--- src/rtl/fifo_burst_pkg.sv ---
// fifo_burst_pkg: FSM state encoding and burst-length clamp shared by fifo_burst_reader
package fifo_burst_pkg;
  typedef enum logic [1:0] {IDLE = 2'd0, READ = 2'd1, DRAIN = 2'd2} state_t;
  function automatic int unsigned eff_len(input int unsigned len, input int unsigned deepwid);
    int unsigned max_len;
    max_len = 32'd1 << deepwid;
    return (len == 0) ? 32'd1 : (len > max_len) ? max_len : len;
  endfunction
endpackage

--- src/rtl/burst_out_buf.sv ---
// burst_out_buf: first-word-fall-through {data,last} buffer (push/push_data in, pop in, count/head out)
module burst_out_buf #(
  parameter int DEPTH = 3,
  parameter int W = 6
) (
  input  logic                       clk,
  input  logic                       rst_n,
  input  logic                       push,
  input  logic [W-1:0]               push_data,
  input  logic                       pop,
  output logic [$clog2(DEPTH+1)-1:0] count,
  output logic [W-1:0]               head
);
  localparam int CW = $clog2(DEPTH + 1);
  localparam int PW = (DEPTH > 1) ? $clog2(DEPTH) : 1;
  logic [W-1:0] mem [DEPTH];
  logic [PW-1:0] rd_ptr, wr_ptr;
  logic do_push, do_pop;
  assign do_pop = pop && count != '0;
  assign do_push = push && (count != CW'(DEPTH) || do_pop);
  assign head = mem[rd_ptr];
  function automatic logic [PW-1:0] nxt(input logic [PW-1:0] p);
    return (p == PW'(DEPTH - 1)) ? '0 : p + 1'b1;
  endfunction
  always_ff @(posedge clk or negedge rst_n)
    if (!rst_n) begin
      for (int i = 0; i < DEPTH; i++) mem[i] <= '0;
      rd_ptr <= '0;
      wr_ptr <= '0;
      count <= '0;
    end else begin
      if (do_push) mem[wr_ptr] <= push_data;
      wr_ptr <= do_push ? nxt(wr_ptr) : wr_ptr;
      rd_ptr <= do_pop ? nxt(rd_ptr) : rd_ptr;
      count <= count + CW'(do_push) - CW'(do_pop);
    end
endmodule

--- src/rtl/fifo_burst_reader.sv ---
// fifo_burst_reader: drains sync_fifo in bursts (fifo_* read side, cfg_burst_len/flush control) onto an m_valid/m_data/m_last/m_ready stream, busy when not IDLE
module fifo_burst_reader
  import fifo_burst_pkg::*;
#(
  parameter int DEEPWID = 3,
  parameter int BITWID = 5,
  parameter int OBUF_DEPTH = 3
) (
  input  logic              clk,
  input  logic              rst_n,
  input  logic              fifo_empty,
  input  logic [DEEPWID:0]  fifo_num,
  output logic              fifo_rd_en,
  input  logic [BITWID-1:0] fifo_rd_data,
  input  logic              fifo_rd_data_vld,
  input  logic [DEEPWID:0]  cfg_burst_len,
  input  logic              flush,
  output logic              m_valid,
  output logic [BITWID-1:0] m_data,
  output logic              m_last,
  input  logic              m_ready,
  output logic              busy
);
  localparam int CW = $clog2(OBUF_DEPTH + 1);
  localparam logic [DEEPWID:0] ONE = (DEEPWID+1)'(1);
  state_t state;
  logic [DEEPWID:0] remaining, eff;
  logic flush_pend, inflight, inflight_last;
  logic [CW-1:0] buf_count;
  logic [CW:0] occ;
  logic [BITWID:0] head;
  logic start_norm, start_flush, drop_flush, last_rd, last_beat;
  assign eff = (DEEPWID+1)'(eff_len(32'(cfg_burst_len), DEEPWID));
  // words already buffered plus the one still coming back from the FIFO
  assign occ = {1'b0, buf_count} + (CW+1)'(inflight);
  assign fifo_rd_en = state == READ && !fifo_empty && remaining != '0 && occ < (CW+1)'(OBUF_DEPTH);
  assign last_rd = fifo_rd_en && remaining == ONE;
  assign start_norm = state == IDLE && fifo_num >= eff;
  assign start_flush = state == IDLE && !start_norm && flush_pend && !fifo_empty;
  assign drop_flush = state == IDLE && !start_norm && flush_pend && fifo_empty;
  assign m_valid = buf_count != '0;
  assign {m_data, m_last} = head;
  assign last_beat = m_valid && m_ready && m_last;
  assign busy = state != IDLE;
  always_ff @(posedge clk or negedge rst_n)
    if (!rst_n) begin
      state <= IDLE;
      remaining <= '0;
      flush_pend <= 1'b0;
      inflight <= 1'b0;
      inflight_last <= 1'b0;
    end else begin
      state <= (start_norm || start_flush) ? READ : last_rd ? DRAIN : (state == DRAIN && last_beat) ? IDLE : state;
      remaining <= start_norm ? eff : start_flush ? fifo_num : fifo_rd_en ? remaining - ONE : remaining;
      flush_pend <= flush || (flush_pend && !start_flush && !drop_flush);
      inflight <= fifo_rd_en;
      inflight_last <= last_rd;
    end
  burst_out_buf #(.DEPTH(OBUF_DEPTH), .W(BITWID + 1)) u_buf (
    .clk(clk),
    .rst_n(rst_n),
    .push(fifo_rd_data_vld && inflight),
    .push_data({fifo_rd_data, inflight_last}),
    .pop(m_valid && m_ready),
    .count(buf_count),
    .head(head)
  );
endmodule

--- config.mk ---
export PLATFORM = sky130hd
export DESIGN_NAME = fifo_burst_reader
export DESIGN_NICKNAME = d
export VERILOG_FILES = /design/src/rtl/fifo_burst_pkg.sv /design/src/rtl/burst_out_buf.sv /design/src/rtl/fifo_burst_reader.sv
export SDC_FILE = /design/constraint.sdc
export NUM_CORES = 1
export LEC_CHECK = 0
export CORE_MARGIN = 1.5
export CORE_UTILIZATION = 53
export DETAILED_ROUTE_END_ITERATION = 10
export GPL_TIMING_DRIVEN = 1
export MAX_ROUTING_LAYER = met4
export PLACE_DENSITY = 0.79
export SKIP_LAST_GASP = 1
export SLEW_MARGIN = 25
export SYNTH_ARGS = -nofsm -noshare
export SYNTH_HDL_FRONTEND = slang
export SYNTH_SLANG_ARGS = --single-unit
--- constraint.sdc ---
create_clock -name clk -period 1.9 [get_ports clk]
set_input_delay 0.57 -clock clk [delete_from_list [all_inputs] [get_ports clk]]
set_output_delay 0.57 -clock clk [all_outputs]
set_load 0.01 [all_outputs]
==> results.sh, run 1 <==
export IMPL_grt_pass1_wl_mm=7.77
export IMPL_syn_cell_area_sq_um=1850
export IMPL_place_ws_ns=-0.728
export IMPL_io_buffers=27
export IMPL_routedWlPerCell_um=18.5
export IMPL_finClkSkew_ns=0.00898
export IMPL_nNetsFinal=280
export IMPL_rsz0062_at_grt="true"
export IMPL_wl_mm=5.52
export IMPL_ys_types=43
export IMPL_finalSetupViolCount=14
export IMPL_htree_num_levels=2
export IMPL_status="finished, violations left"
export IMPL_async_flop_share_pct=100
export IMPL_power_density_nw_per_um2=749
export IMPL_cts_made_buffers=5
export IMPL_num_fill_cells=156
export IMPL_hold_depth=1
export IMPL_num_vias=1683
export IMPL_dieArea_sq_um=3850
export IMPL_worstMarginPinSlew_ns=0.410
export IMPL_reg2reg_from="u_buf.count[0]"
export IMPL_yosys_warnings=0
export IMPL_antenna_left=0
export IMPL_crit_type="in2out"
export IMPL_die_width_um=62.1
export IMPL_utilization_pct=85.3
export IMPL_stdcell_count=298
export IMPL_crit_path_end_kind="output pin"
export IMPL_synth_flop_cell="dfrtp_1"
export IMPL_root_buffer="clkbuf_4"
export IMPL_slowest_delay_ns=0.48
export IMPL_r2r_end="state[0]"
export IMPL_failed_checks="negative setup slack"
export IMPL_fp_dieH_um=62.1
export IMPL_grt_pass1_vias=1744
export IMPL_ir_drop_mv=0.800
export IMPL_min_to="u_buf.mem[16]"
export IMPL_dpl_hpwl_mm=3.28
export IMPL_syn2layout_area_growth_pct=53.9
export IMPL_synth_cells=163
export IMPL_syn_num_nets=192
export IMPL_ff2ff_path_depth=10
export IMPL_drt_iter0_drc=97
export IMPL_reg2reg_slack_ns=-0.16
export IMPL_hold_viol_final=0
export IMPL_holdWs_ns=0.520
export IMPL_drc=0
export IMPL_viasPerCell=5.65
export IMPL_rows=21
export IMPL_setup_slack_ns=-0.241
export IMPL_antenna_cells=0
export IMPL_critPathLaunchType="input pin"
export IMPL_maxCapViolations=0
export IMPL_crit_path_frequent_cell="nor2_4"
export IMPL_p_leak_nw=1.35
export IMPL_period_needed_ns=2.14
export IMPL_dr_pass1_iters=5
export IMPL_cts_buffer_depth=2
export IMPL_numClockSinks=33
export IMPL_ys_seq_elements=33
export IMPL_hold_class="reg2reg"
export IMPL_relSlewSlack_pct=72.7
export IMPL_drive_gt1_share_pct=55.6
export IMPL_worstPathCellList="clkdlybuf4s50_1, nor2_4, nand4_4, nor2_4, buf_6"
export IMPL_hp_start="u_buf.mem[16]"
export IMPL_grt_max_degree=34
export IMPL_p_total_mw=2.13
export IMPL_cp_max_fo=2
export IMPL_core_sq_um=3340
export IMPL_synth_edff_count=0
export IMPL_syn_mean_instance_area_sq_um=11.3
export IMPL_seq_area_frac_synth_pct=44.7
export IMPL_cts_tree="done"
export IMPL_fmax_ghz=0.467
export IMPL_clock_latency_ns=0.34
export IMPL_initial_core_util_pct=55.4
export IMPL_grtUsageTotal_pct=29.2
export IMPL_io_pins=28
export IMPL_slew_violations=0
export IMPL_place_inst=270
export IMPL_grt_overflow_total=0
export IMPL_ctsHoldBuffers=0
export IMPL_gp_congestion=0.856
export IMPL_clkTransAtPathRegs_ns=0.10
export IMPL_slowest_stage="clkdlybuf4s50_1"
export IMPL_final_period_utilization_pct=113
export IMPL_crit_arrival_ns=1.57
export IMPL_antenna_found_initial=0
export IMPL_worstPathRequired_ns=1.33
## layout by cell type, fill, tap and decap left out, types with 5 or more instances in the layout
master,instances
dfrtp_1,33
buf_2,6
buf_6,9
inv_1,8
o21ai_1,5
nand2b_1,5
clkdlybuf4s50_1,10
mux2i_1,5
mux2_2,18
buf_4,49
nand2_1,10
clkbuf_4,5
ha_4,7
## synth_stat cells, types with 2 or more instances
master / n / area share [%]
nor2_1: 7 / 1.4
nand2b_1: 5 / 1.7
o22ai_1: 2 / 0.68
nor2_4: 2 / 1.2
inv_1: 12 / 2.4
ha_1: 10 / 6.8
a22oi_1: 2 / 0.81
nor3b_4: 2 / 2.0
a21o_1: 3 / 1.2
nor3_1: 2 / 0.54
mux2i_1: 6 / 3.2
dfrtp_1: 33 / 45
nand2_1: 14 / 2.8
o21ai_0: 11 / 3.0
xnor2_1: 4 / 1.9
a21oi_1: 4 / 1.1
mux2_2: 18 / 11
## power breakdown
group          internal [mW]  switching, mW  leakage (nW)
sequential             0.747         0.0494         0.433
combinational          0.532          0.411         0.884
clock                  0.139          0.253        0.0310
total                   1.42          0.713          1.35
## critical path: cells and delay by family
family | cells | cell delay [ns]
simple gates | 3 | 0.41
buf+inv | 2 | 0.59
## cells by family (layout without fill, tap and decap cells)
| kind of cell | after synthesis | count (layout) | share of synthesized area, % |
|---|---|---|---|
| muxes | 25 | 25 | 15.0 |
| AOI/OAI and AO/OA | 35 | 36 | 13.8 |
| xor gates and xnor gates | 4 | 4 | 1.89 |
| adders and majority gates | 10 | 10 | 6.77 |
| buffers and inverters | 14 | 102 | 3.11 |
| and+or+nand+nor | 42 | 42 | 14.8 |
| DFF | 33 | 33 | 44.7 |
## per-layer routing
metal	vias to the layer above	wire length, um	track usage (%)
met5	-	0	-
met4	0	221	13.1
met3	29	257	5.59
met2	66	2960	52.8
met1	831	2080	30.3
li1	757	-	-
## state kept, by name, summed over array words and instances (netlist names), 2 cells and up
register,cells
u_buf.rd_ptr,2
u_buf.mem,18
u_buf.count,2
u_buf.wr_ptr,2
remaining,4
state,2
## worst max path at each step
stage                startpoint            to  slack [ns]
3_5_place_dp   cfg_burst_len[2]  remaining[3]       -0.73
3_3_place_gp         fifo_empty    fifo_rd_en       -0.63
2_1_floorplan  cfg_burst_len[3]  remaining[1]       -0.01
5_1_grt                inflight    fifo_rd_en       -0.29
6_report             fifo_empty    fifo_rd_en       -0.24
4_1_cts          u_buf.count[0]    fifo_rd_en       -0.20
## timing repair
action | 4_1_cts | 5_1_grt
endpoints found under the setup margin | 17 | 16
pin swaps | 17 | 16
resized for setup | 81 | 27
setup buffers | 15 | 5
gates cloned | 1 | 0
endpoints found under the hold margin | 0 | 0
## stage by stage
stage / cell area, sq um / setup TNS (ns)
2_1_floorplan: 1860 / -0.0231
3_3_place_gp: 2450 / -8.26
3_5_place_dp: 2450 / -9.66
4_1_cts: 2740 / -0.822
5_1_grt: 2850 / -2.11
6_report: 2850 / -1.32
## final cells by class
| type | count | area [sq um] | share of cell area [%] |
|---|---|---|---|
| multi-input cells | 117 | 1190 | 42.0 |
| flip-flops and latches | 33 | 826 | 29.0 |
| repair buffers | 82 | 668 | 23.5 |
| well taps | 46 | 57.6 | 2.02 |
| inverters | 12 | 45.0 | 1.58 |
| clock buffers | 5 | 37.5 | 1.32 |
| clock inverters | 3 | 17.5 | 0.616 |
No activity file was read; power rests on OpenSTA's default activity.
==> run 2, diff against run 1 <==
Settings changed: CORE_UTILIZATION 53 to 50, PLACE_DENSITY 0.79 to 0.75.
==> run 2 against run 1 <==
  * The flow still finishes with violations (negative setup slack)
  * Critical path depth up 1
  * Combinational power down 17%
  * Core utilization down 1.7 points
  * Via count up 0.59%
  * Die area up 5.7%
  * Sequential power up 2%
  * Non-clock buffer count down 5
  * Flip-flop and latch count unchanged
  * Count of clock-buffer cells in the layout up 2
  * First-iteration DRC count up 3.1%
  * Largest power group is now registers
  * Highest routed layer unchanged
==> results.sh, run 2 (synthesis gave the netlist of run 1 again) <==
export IMPL_antenna_left=0
export IMPL_dpl_hpwl_mm=3.36
export IMPL_final_cell_mix="44 x buf_4, 32 x dfrtp_1, 18 x mux2_2, 10 x inv_1"
export IMPL_io_buffers=27
export IMPL_root_buffer="clkbuf_8"
export IMPL_fmax_ghz=0.475
export IMPL_min_to="u_buf.mem[11]"
export IMPL_multiInputGateArea_sq_um=1210
export IMPL_placed_area_sq_um=2480
export IMPL_finalSetupViolCount=7
export IMPL_crit_arrival_ns=1.53
export IMPL_viasPerCell=5.78
export IMPL_nNetsFinal=275
export IMPL_rows=21
export IMPL_final_common_cell="buf_4"
export IMPL_num_fill_cells=167
export IMPL_routedWlPerCell_um=19.5
export IMPL_hold_viol_final=0
export IMPL_holdWs_ns=0.513
export IMPL_slew_violations=0
export IMPL_ff2ff_path_depth=9
export IMPL_rsz0062_at_grt="true"
export IMPL_antenna_cells=0
export IMPL_grtUsageTotal_pct=28.4
export IMPL_worstMarginPinSlew_ns=0.420
export IMPL_critPathLaunchType="flip-flop"
export IMPL_numClockSinks=33
export IMPL_initial_core_util_pct=53.7
export IMPL_ctsHoldBuffers=0
export IMPL_final_cell_area_sq_um=2880
export IMPL_place_ws_ns=-0.747
export IMPL_dieArea_sq_um=4070
export IMPL_cp_max_fo=2
export IMPL_reg2reg_slack_ns=0.03
export IMPL_crit_path_end_kind="output pin"
export IMPL_drt_iter0_drc=100
export IMPL_hold_class="reg2reg"
export IMPL_cts_tree="done"
export IMPL_period_needed_ns=2.10
export IMPL_core_sq_um=3440
export IMPL_p_total_mw=2.30
export IMPL_gp_congestion=0.912
export IMPL_syn2layout_area_growth_pct=55.6
export IMPL_io_pins=28
export IMPL_crit_type="reg2out"
export IMPL_top_regs="u_buf.mem x18, remaining x4"
export IMPL_htree_num_levels=2
export IMPL_reg2reg_from="inflight"
export IMPL_grt_max_degree=34
export IMPL_relSlewSlack_pct=72.0
export IMPL_antenna_found_initial=0
export IMPL_worstPathRequired_ns=1.33
export IMPL_drive_gt1_share_pct=56.3
export IMPL_num_vias=1693
export IMPL_clkTransAtPathRegs_ns=0.07
export IMPL_p_leak_nw=1.36
export IMPL_clock_latency_ns=0.29
export IMPL_grt_pass1_vias=1785
export IMPL_setup_slack_ns=-0.204
export IMPL_status="finished, violations left"
export IMPL_maxCapViolations=0
export IMPL_hp_start="u_buf.mem[11]"
export IMPL_largest_register="u_buf.mem"
export IMPL_largest_reg_flops=18
export IMPL_fp_dieH_um=63.8
export IMPL_grt_overflow_total=0
export IMPL_die_width_um=63.8
export IMPL_wl_mm=5.71
export IMPL_dr_pass1_iters=5
export IMPL_drc=0
export IMPL_hold_depth=1
export IMPL_cts_made_buffers=5
export IMPL_power_density_nw_per_um2=798
export IMPL_failed_checks="negative setup slack"
export IMPL_final_period_utilization_pct=111
export IMPL_ir_drop_mv=0.470
export IMPL_finClkSkew_ns=0.0113
export IMPL_utilization_pct=83.6
export IMPL_r2r_end="state[0]"
export IMPL_ff_latch_area_sq_um=827
export IMPL_grt_pass1_wl_mm=8.71
export IMPL_cts_buffer_depth=2
-- run 2: cell types whose count changed in the layout (fill, tap and decap cells not counted), moves of 3 or more --
cell / change
buf_4: -5
nand2_2: +4
clkbuf_4: -5
dlygate4sd2_1: +3
nor2_4: +3
clkbuf_8: +6
nand2_1: -5
-- run 2: area by class of cell --
type,count,share of cell area (%)
Clock buffer,7,3.00
Clock inverter,1,1.04
Inverter,12,1.57
Multi-Input combinational cell,117,41.9
Sequential cell,33,28.7
Tap cell,46,2.00
Timing Repair Buffer,77,21.7
-- run 2: worst max-delay path by stage --
stage,from,to,cells past startpoint
CTS,u_buf.count[0],fifo_rd_en,6
detailed placement,cfg_burst_len[2],remaining[3],10
floorplan,cfg_burst_len[3],remaining[1],8
finish,inflight,fifo_rd_en,6
global placement,cfg_burst_len[2],remaining[3],10
global route,inflight,fifo_rd_en,6
-- run 2: per-layer routing --
| metal | part of all wire, % | vias up | GRT usage, % |
|---|---|---|---|
| met2 | 50 | 87 | 48.7 |
| met1 | 41 | 837 | 34.3 |
| met5 | 0 | - | - |
| li1 | - | 747 | - |
| met4 | 3.0 | 0 | 7.61 |
| met3 | 5.3 | 22 | 5.46 |
-- run 2: timing repair --
item                                    4_1_cts  5_1_grt
gates cloned                                  1        0
endpoints found under the setup margin       16       16
resized for setup                            81       34
pin swaps                                    20       13
setup buffers                                 7        2
-- run 2: metrics by stage --
step	cells	TNS, ns
3_5_place_dp	275	-9.25
2_1_floorplan	163	-0.0231
5_1_grt	293	-0.788
6_report	293	-0.367
4_1_cts	291	-0.362
3_3_place_gp	275	-8.03
-- run 2: critical path, stage by stage, from the launching register on --
cell and delay (ns):
dfrtp_1 0.39, ha_2 0.20, ha_4 0.22, nand2_4 0.06, nand4_4 0.11, nor2_4 0.15, buf_6 0.11
-- run 2: power breakdown --
group / switching (mW) / internal, mW
clock: 0.271 / 0.428
sequential: 0.0630 / 0.749
combinational: 0.366 / 0.418
